### src/rtl/exu_wb_sched.sv
// ---------------------------------------------------------------------------
// exu_wb_sched -- execute-stage issue and writeback scheduler.
//
// Accepts decoded ops. Single-cycle ALU results go straight to the register
// file write port. A multi-cycle op (mul/div) is sequenced with a start/done
// handshake. While that op is in flight, its destination register is tracked
// and any issue that touches it is blocked. The single writeback port is
// shared by the two result sources, and a multi-cycle completion always owns
// it.
//
// Ports:
//   clk, rst_n                  clock, asynchronous active-low reset
//   issue_valid / issue_ready   op handshake (issue_ready is combinational)
//   issue_mc, issue_wen         op is multi-cycle / op writes a register
//   issue_rd, issue_rs1/rs2     destination and source register addresses
//   sc_result                   single-cycle result, valid in the issue cycle
//   mc_start, mc_kill           one-cycle start / abort pulses to the mc unit
//   mc_done, mc_result          mc unit completion pulse and its result
//   lsu_stall                   freezes issue and new writebacks
//   flush                       pipeline flush, aborts any in-flight mc op
//   wb_en, wb_addr, wb_data     register file write port (registered)
//   busy                        multi-cycle op in flight
//   hazard                      issue blocked by the pending destination
// ---------------------------------------------------------------------------
module exu_wb_sched #(
    parameter int XLEN = 64,
    parameter int RW   = 5
) (
    input  logic            clk,
    input  logic            rst_n,
    input  logic            issue_valid,
    output logic            issue_ready,
    input  logic            issue_mc,
    input  logic            issue_wen,
    input  logic [RW-1:0]   issue_rd,
    input  logic [RW-1:0]   issue_rs1,
    input  logic [RW-1:0]   issue_rs2,
    input  logic [XLEN-1:0] sc_result,
    output logic            mc_start,
    output logic            mc_kill,
    input  logic            mc_done,
    input  logic [XLEN-1:0] mc_result,
    input  logic            lsu_stall,
    input  logic            flush,
    output logic            wb_en,
    output logic [RW-1:0]   wb_addr,
    output logic [XLEN-1:0] wb_data,
    output logic            busy,
    output logic            hazard
);

    typedef enum logic [1:0] {IDLE, START, WAIT, DONE} state_t;

    state_t          state;
    logic [RW-1:0]   pend_rd;
    logic            pend_wen;
    logic [XLEN-1:0] buf_data;

    logic            accept;
    logic            pend_writes;
    logic            wr_en_nxt;
    logic [RW-1:0]   wr_addr_nxt;
    logic [XLEN-1:0] wr_data_nxt;

    assign busy        = (state != IDLE);
    assign pend_writes = pend_wen && (pend_rd != '0);

    // An in-flight mc op blocks any op that reads or overwrites its destination.
    assign hazard = busy && pend_writes && issue_valid &&
                    ((issue_rs1 == pend_rd) || (issue_rs2 == pend_rd) ||
                     (issue_rd == pend_rd));

    // Single-cycle ops may issue underneath an in-flight mc op. They may not
    // issue in the cycle its result arrives, because that result needs the
    // write port.
    // NOTE: every signal assigned in always_comb gets a default first, so no
    // path leaves it unassigned and no latch is inferred.
    always_comb begin
        issue_ready = 1'b0;
        if (!lsu_stall && !flush) begin
            case (state)
                IDLE:        issue_ready = 1'b1;
                START, WAIT: issue_ready = !issue_mc && !hazard && !mc_done;
                default:     issue_ready = 1'b0;
            endcase
        end
    end

    assign accept = issue_valid && issue_ready;

    // Next-cycle write. At most one source is active: an accept in WAIT
    // requires ~mc_done, and DONE never accepts. The address and data are
    // zeroed whenever no write takes place.
    always_comb begin
        wr_en_nxt   = 1'b0;
        wr_addr_nxt = '0;
        wr_data_nxt = '0;
        if (accept && !issue_mc) begin
            if (issue_wen && (issue_rd != '0)) begin
                wr_en_nxt   = 1'b1;
                wr_addr_nxt = issue_rd;
                wr_data_nxt = sc_result;
            end
        end else if (!flush && !lsu_stall && pend_writes) begin
            if (state == WAIT && mc_done) begin
                wr_en_nxt   = 1'b1;
                wr_addr_nxt = pend_rd;
                wr_data_nxt = mc_result;
            end else if (state == DONE) begin
                wr_en_nxt   = 1'b1;
                wr_addr_nxt = pend_rd;
                wr_data_nxt = buf_data;
            end
        end
    end

    // NOTE: sequential state uses non-blocking assignments only, so every
    // register samples values from before the clock edge.
    always_ff @(posedge clk or negedge rst_n) begin
        if (!rst_n) begin
            state    <= IDLE;
            pend_rd  <= '0;
            pend_wen <= 1'b0;
            // NOTE: the result buffer is reset along with the control state,
            // so it never holds stale data from before the reset.
            buf_data <= '0;
            mc_start <= 1'b0;
            mc_kill  <= 1'b0;
            wb_en    <= 1'b0;
            wb_addr  <= '0;
            wb_data  <= '0;
        end else begin
            mc_start <= 1'b0;
            mc_kill  <= 1'b0;
            wb_en    <= wr_en_nxt;
            wb_addr  <= wr_addr_nxt;
            wb_data  <= wr_data_nxt;

            if (flush) begin
                // Abort the mc unit only if it has something to abort.
                mc_kill  <= busy;
                state    <= IDLE;
                pend_rd  <= '0;
                pend_wen <= 1'b0;
                buf_data <= '0;
            end else begin
                case (state)
                    IDLE: begin
                        if (accept && issue_mc) begin
                            pend_rd  <= issue_rd;
                            pend_wen <= issue_wen;
                            mc_start <= 1'b1;   // high exactly while in START
                            state    <= START;
                        end
                    end
                    START: state <= WAIT;
                    WAIT: begin
                        if (mc_done) begin
                            if (lsu_stall) begin
                                buf_data <= mc_result;
                                state    <= DONE;
                            end else begin
                                pend_rd  <= '0;
                                pend_wen <= 1'b0;
                                state    <= IDLE;
                            end
                        end
                    end
                    DONE: begin
                        if (!lsu_stall) begin
                            pend_rd  <= '0;
                            pend_wen <= 1'b0;
                            buf_data <= '0;
                            state    <= IDLE;
                        end
                    end
                    default: state <= IDLE;
                endcase
            end
        end
    end

endmodule

### config.mk
export PLATFORM = sky130hd
export DESIGN_NAME = exu_wb_sched
export DESIGN_NICKNAME = d
export VERILOG_FILES = /design/src/rtl/exu_wb_sched.sv
export SDC_FILE = /design/constraint.sdc
export NUM_CORES = 1
export LEC_CHECK = 0
export CORE_UTILIZATION = 35
export CTS_CLUSTER_DIAMETER = 80
export CTS_CLUSTER_SIZE = 20
export DETAILED_ROUTE_END_ITERATION = 8
export PLACE_DENSITY = 0.74
export RECOVER_POWER = 100
export SYNTH_ARGS = -nofsm -noshare
export SYNTH_HDL_FRONTEND = slang
export SYNTH_SLANG_ARGS = --single-unit
### constraint.sdc
create_clock -name clk -period 2.8 [get_ports clk]
set_clock_uncertainty 0.05 [all_clocks]
set_input_delay 0.56 -clock clk [delete_from_list [all_inputs] [get_ports clk]]
set_output_delay 0.56 -clock clk [all_outputs]
set_load 0.02 [all_outputs]
==> reports/metrics.yaml, run 1 <==
status: "finished with violations"
violations: "negative hold slack, max-capacitance violations, max-slew violations"
cap_violations: 1
netlist_area_um2: 6700
die_h_um: 140
synth_cell_types: 39
wl_per_cell_um: 16.5
p_leak_nw: 4.55
path_cells: "inv_1 -> ha_1 -> inv_1 -> dlygate4sd3_1"
cts_tree: "done"
cp_data_arrival_time_ns: 2.07
syn_nets: 847
clock_power_share: 0.414
ioPinCount: 226
start_util: 0.358
endpoint_kind: "output pin"
setup_violations: 0
clockBufferDepth: 2
grtUsageTotal: 0.200
slowest_delay_ns: 0.67
layout_common_cells: "clkdlybuf4s50_1, nand2_1, dfrtp_1, dlygate4sd3_1, o21ai_0"
drcViolationCount: 0
fill_cells: 1679
clk_latency_ns: 0.42
rsz0062_at_grt: "no"
numCtsBuffers: 17
ir_drop_uv: 406
fmax_mhz: 373
place.port_buffers: 225
gp_congestion: 0.818
syn_area_per_cell_um2: 9.66
nNetsFinal: 1055
hp-class: "primary input to asynchronous set/reset pin"
power_switching_share: 0.265
drt-total-wl_um: 19000
period_share: 0.958
dp_hpwl_um: 12500
chipWidth_um: 140
first_pass_iters: 4
finalSetupTns_ns: 0
p_sw_mw: 1.53
num_vias: 5890
slowest_stage: "dlygate4sd3_1"
drive_above_1_share: 0.0789
area_delta_synth_final_pct: 46.4
tightest_slew_ns: 1.65
intPower_mw: 4.26
setup_slack_ns: 0.117
synthArstFlopShare: 1.00
clock-sinks: 144
core_um2: 18700
critPathRequiredTime_ns: 2.19
grt_pass1_vias: 5964
cts_root_buf: "clkbuf_16"
antennaDiodeCount: 0
antenna_found_initial: 0
dr.first_iter.drc_count: 249
layout_commonest_cell: "clkdlybuf4s50_1"
ys_warn_count: 0
cpMostUsedCell: "inv_1"
finalCriticalPeriod_ns: 2.68
drt-vias-per-instance: 5.14
start_kind: "register"
clkTransAtPathRegs_ns: 0.06
holdWs_ns: -0.00163
die_area_um2: 19700
rows: 50
comb_power_share: 0.179
p_total_mw: 5.80
relSlewSlack: -0.101
post-place-ws_ns: -0.302
htree_num_levels: 4
hold_viol: 2
seq_power_share: 0.407
seq_area_frac_synth: 0.538
cp_max_fo: 7
ys.flop_type: "dfrtp_1"
ant_nets: 0
grt_pass1_wl_um: 31000
ys_seq_elements: 144
power.density_nw_per_um2: 592
final-max-slew-violation-count: 67
crit_type: "register to output pin"
grt_overflow: 0
synthCells: 693
synth_edf_count: 0
grt_max_degree: 87
==> metal layers <==
layer	track usage	up-vias	routed length (um)
met5	0	-	0
met4	0.0654	0	382
met3	0.0475	24	910
met2	0.336	167	9280
met1	0.253	2853	8380
li1	-	2846	-
==> power groups by stage <==
| stage | Clock, mW | Combinational (mW) | Sequential, mW |
|---|---|---|---|
| global placement | 0 | 1.06 | 2.39 |
| detailed placement | 0 | 1.07 | 2.40 |
| global route | 2.54 | 1.15 | 2.38 |
| finish | 2.40 | 1.04 | 2.36 |
| floorplan | 0 | 0.551 | 2.37 |
| CTS | 2.45 | 1.08 | 2.36 |
==> layout make-up <==
class,count,area [um2],share of cell area
sequential,144,3600,0.368
multi-input combinational,479,2750,0.281
timing repair buffer,254,2520,0.257
clock buffer,21,460,0.0470
tap,234,293,0.0299
clock inverter,10,159,0.0162
inverter,5,18.8,0.00192
==> state kept, by name, indices dropped and copies added (netlist names) <==
register  flops
wb_addr       5
pend_wen      1
pend_rd       5
buf_data     64
wb_en         1
state         2
wb_data      64
mc_kill       1
mc_start      1
==> path summary, 6_finish.rpt <==
kind	from	endpoint	slack, ns	depth (start not counted)
worst max register to register	state[1]	buf_data[30]	0.21	6
worst min-delay path	rst_n	buf_data[35]	-0.002	1
max in group asynchronous	rst_n	buf_data[6]	0.77	2
worst max-delay path	state[0]	busy	0.12	4
min in group clk	buf_data[33]	buf_data[33]	0.42	2
worst min register to register	buf_data[33]	buf_data[33]	0.42	2
==> critical path, delay by kind of cell (launching register included) <==
family,cells,cell delay [ns]
buffers and inverters,3,0.91
flip-flops,1,0.41
adder cells (fa/ha/maj),1,0.33
==> synth_stat cells (all sizes together), types with 4 or more instances <==
| library cell | instances | area share |
|---|---|---|
| nand2 | 148 | 0.083 |
| o21ai | 71 | 0.053 |
| o2bb2ai | 64 | 0.093 |
| a21oi | 67 | 0.052 |
| nand3 | 4 | 0.0030 |
| xor2 | 9 | 0.012 |
| and3 | 66 | 0.062 |
| buf | 17 | 0.018 |
| nor2 | 7 | 0.0039 |
| inv | 5 | 0.0028 |
| xnor2 | 6 | 0.0078 |
| dfrtp | 144 | 0.54 |
| nor3 | 9 | 0.0067 |
| clkbuf | 48 | 0.027 |
==> stage by stage <==
| stage | instances | area [um2] | utilization |
|---|---|---|---|
| finish | 1147 | 9800 | 0.524 |
| CTS | 1147 | 9880 | 0.528 |
| floorplan | 693 | 6700 | - |
| global route | 1147 | 9800 | 0.524 |
| global placement | 1116 | 9270 | 0.495 |
| detailed placement | 1116 | 9270 | 0.495 |
==> repair_timing <==
item | 4_1_cts | 5_1_grt
gates cloned | 0 | 0
hold buffers | 0 | 0
setup endpoints to repair | 2 | 2
gates resized for setup | 5 | 2
endpoints found under the hold margin | 0 | 0
setup buffers | 0 | 0
==> cells by family (layout without fill, tap and decap cells) <==
logic type | count (synthesis) | count (layout) | share of synthesized area
AOI/OAI and AO/OA | 215 | 215 | 0.215
xor gates and xnor gates | 15 | 15 | 0.0196
adders and majority gates | 3 | 3 | 0.00561
buffers and inverters | 70 | 290 | 0.0475
DFF | 144 | 144 | 0.538
muxes | 2 | 2 | 0.00299
and+or+nand+nor | 244 | 244 | 0.171
No activity file was read; power rests on OpenSTA's default activity.
==> run 2, diff against run 1 <==
--- a/config.mk
+++ b/config.mk
@@ -9,6 +9,7 @@
 export CTS_CLUSTER_DIAMETER = 80
 export CTS_CLUSTER_SIZE = 20
 export DETAILED_ROUTE_END_ITERATION = 8
+export MAX_ROUTING_LAYER = met4
 export PLACE_DENSITY = 0.74
 export RECOVER_POWER = 100
 export SYNTH_ARGS = -nofsm -noshare
==> run 2 against run 1 <==
The run still ends with negative hold slack, max-capacitance violations, max-slew violations left. Clock power about the same. Cell count unchanged. Wire length increased by 0.22%. Via count increased by 0.15%. First-iteration DRC count increased by 2.4%. Design area unchanged. Sequential power about the same. Sequential cell count unchanged. Sequential share of layout area unchanged.
==> reports/metrics.yaml, run 2 (synthesis gave the netlist of run 1 again) <==
setup_violations: 0
tightest_slew_ns: 1.65
core_um2: 18700
drt-vias-per-instance: 5.14
chipWidth_um: 140
layout_common_cells: "clkdlybuf4s50_1, nand2_1, dfrtp_1, dlygate4sd3_1, o21ai_0"
antenna_found_initial: 0
cp_data_arrival_time_ns: 2.06
grt_overflow: 0
place.port_buffers: 225
clockBufferDepth: 2
htree_num_levels: 4
cap_violations: 1
num_vias: 5899
dp_hpwl_um: 12500
antennaDiodeCount: 0
drt-total-wl_um: 19000
slowest_delay_ns: 0.44
endpoint_kind: "output pin"
critPathBufInv: 2
fmax_mhz: 375
power.density_nw_per_um2: 591
cts_tree: "done"
crit_family: "simple AND/OR/NAND/NOR gates"
die_h_um: 140
drive_above_1_share: 0.0789
grtUsageTotal: 0.207
placed_area_um2: 9270
grt_pass1_wl_um: 31000
rsz0062_at_grt: "no"
clkTransAtPathRegs_ns: 0.06
start_util: 0.358
holdWs_ns: -0.00201
die_area_um2: 19700
path_cells: "clkdlybuf4s50_1 -> xor2_1 -> nor3_1 -> nand3_1 -> and3_1 -> nor3_1 -> clkbuf_2"
status: "finished with violations"
post-route-util: 0.524
fin_cells: 1147
numCtsBuffers: 17
critPathRequiredTime_ns: 2.19
slowest_stage: "clkdlybuf4s50_1"
grt_max_degree: 87
postCtsSetupBuffers: 0
dr.first_iter.drc_count: 255
hold_viol: 3
layout_commonest_cell: "clkdlybuf4s50_1"
hp-class: "primary input to asynchronous set/reset pin"
rows: 50
clk_latency_ns: 0.42
p_leak_nw: 4.55
wl_per_cell_um: 16.6
nNetsFinal: 1055
final-max-slew-violation-count: 67
period_share: 0.953
first_pass_iters: 5
ioPinCount: 226
finalCriticalPeriod_ns: 2.67
start_kind: "primary input"
cpMostUsedCell: "nor3_1"
final_cell_area_um2: 9800
ir_drop_uv: 407
area_delta_synth_final_pct: 46.4
drcViolationCount: 0
gp_congestion: 0.831
reg.largest.list: "buf_data: 64 flops, wb_data: 64 flops"
clock-sinks: 144
grt_pass1_vias: 5967
cp_max_fo: 2
cts_root_buf: "clkbuf_16"
ant_nets: 0
relSlewSlack: -0.101
place_inst: 1116
crit_type: "primary input to output pin"
violations: "negative hold slack, max-capacitance violations, max-slew violations"
[run 2: cell counts in the layout (fill, tap and decap cells not counted)]
Identical to the previous run, type by type.
[run 2: through the flow]
| step | power (mW) | setup TNS (ns) | hold slack, ns | worst slack [ns] |
|---|---|---|---|---|
| after floorplan | 2.92 | 0 | 0.214 | 0.545 |
| after global placement | 3.45 | -0.508 | 0.404 | -0.266 |
| after detailed placement | 3.47 | -0.545 | 0.413 | -0.302 |
| after CTS | 5.88 | 0 | 0.00908 | 0.00232 |
| after global routing | 6.08 | 0 | 0.0125 | 0.0139 |
| final | 5.79 | 0 | -0.00201 | 0.133 |
[run 2: path summary, 6_finish.rpt]
kind	cells past startpoint	startpoint	to	slack [ns]
setup / recovery	7	issue_rd[1]	hazard	0.13
hold / removal	1	rst_n	buf_data[35]	-0.002
setup reg to reg	6	state[1]	buf_data[30]	0.21
hold reg to reg	2	buf_data[33]	buf_data[33]	0.42
max in group asynchronous	2	rst_n	buf_data[6]	0.77
min in group clk	2	buf_data[33]	buf_data[33]	0.42
[run 2: timing repair]
| action | 4_1_cts | 5_1_grt |
|---|---|---|
| gates cloned | 0 | 0 |
| endpoints found under the setup margin | 2 | 2 |
| gates resized for setup | 5 | 2 |
| hold buffers | 0 | 0 |
[run 2: routing by layer]
| layer | vias up | global-route usage | wire length (um) |
|---|---|---|---|
| met5 | - | - | 0 |
| met3 | 25 | 0.0458 | 830 |
| met2 | 166 | 0.336 | 9270 |
| met4 | 0 | 0.0654 | 391 |
| li1 | 2846 | - | - |
| met1 | 2862 | 0.256 | 8500 |
[run 2: worst register-to-register path: stages (launching register included)]
cell and delay, ns:
dfrtp_1 0.39, ha_2 0.26, buf_4 0.56, nor3_1 0.18, a311oi_4 0.43, buf_12 0.31, o21ai_0 0.25
[run 2: cell type report]
class	count	area, um2
well taps	234	293
inverters	5	18.8
fillers	1679	8910
flip-flops and latches	144	3600
clock buffers	21	460
multi-input cells	479	2750
repair buffers	254	2520
clock inverters	10	159
[run 2: report_power, final]
group | switching (mW) | internal (mW) | leakage [nW] | total, mW
Combinational | 0.549 | 0.491 | 2.31 | 1.04
Clock | 0.863 | 1.53 | 0.299 | 2.40
Sequential | 0.117 | 2.24 | 1.94 | 2.36
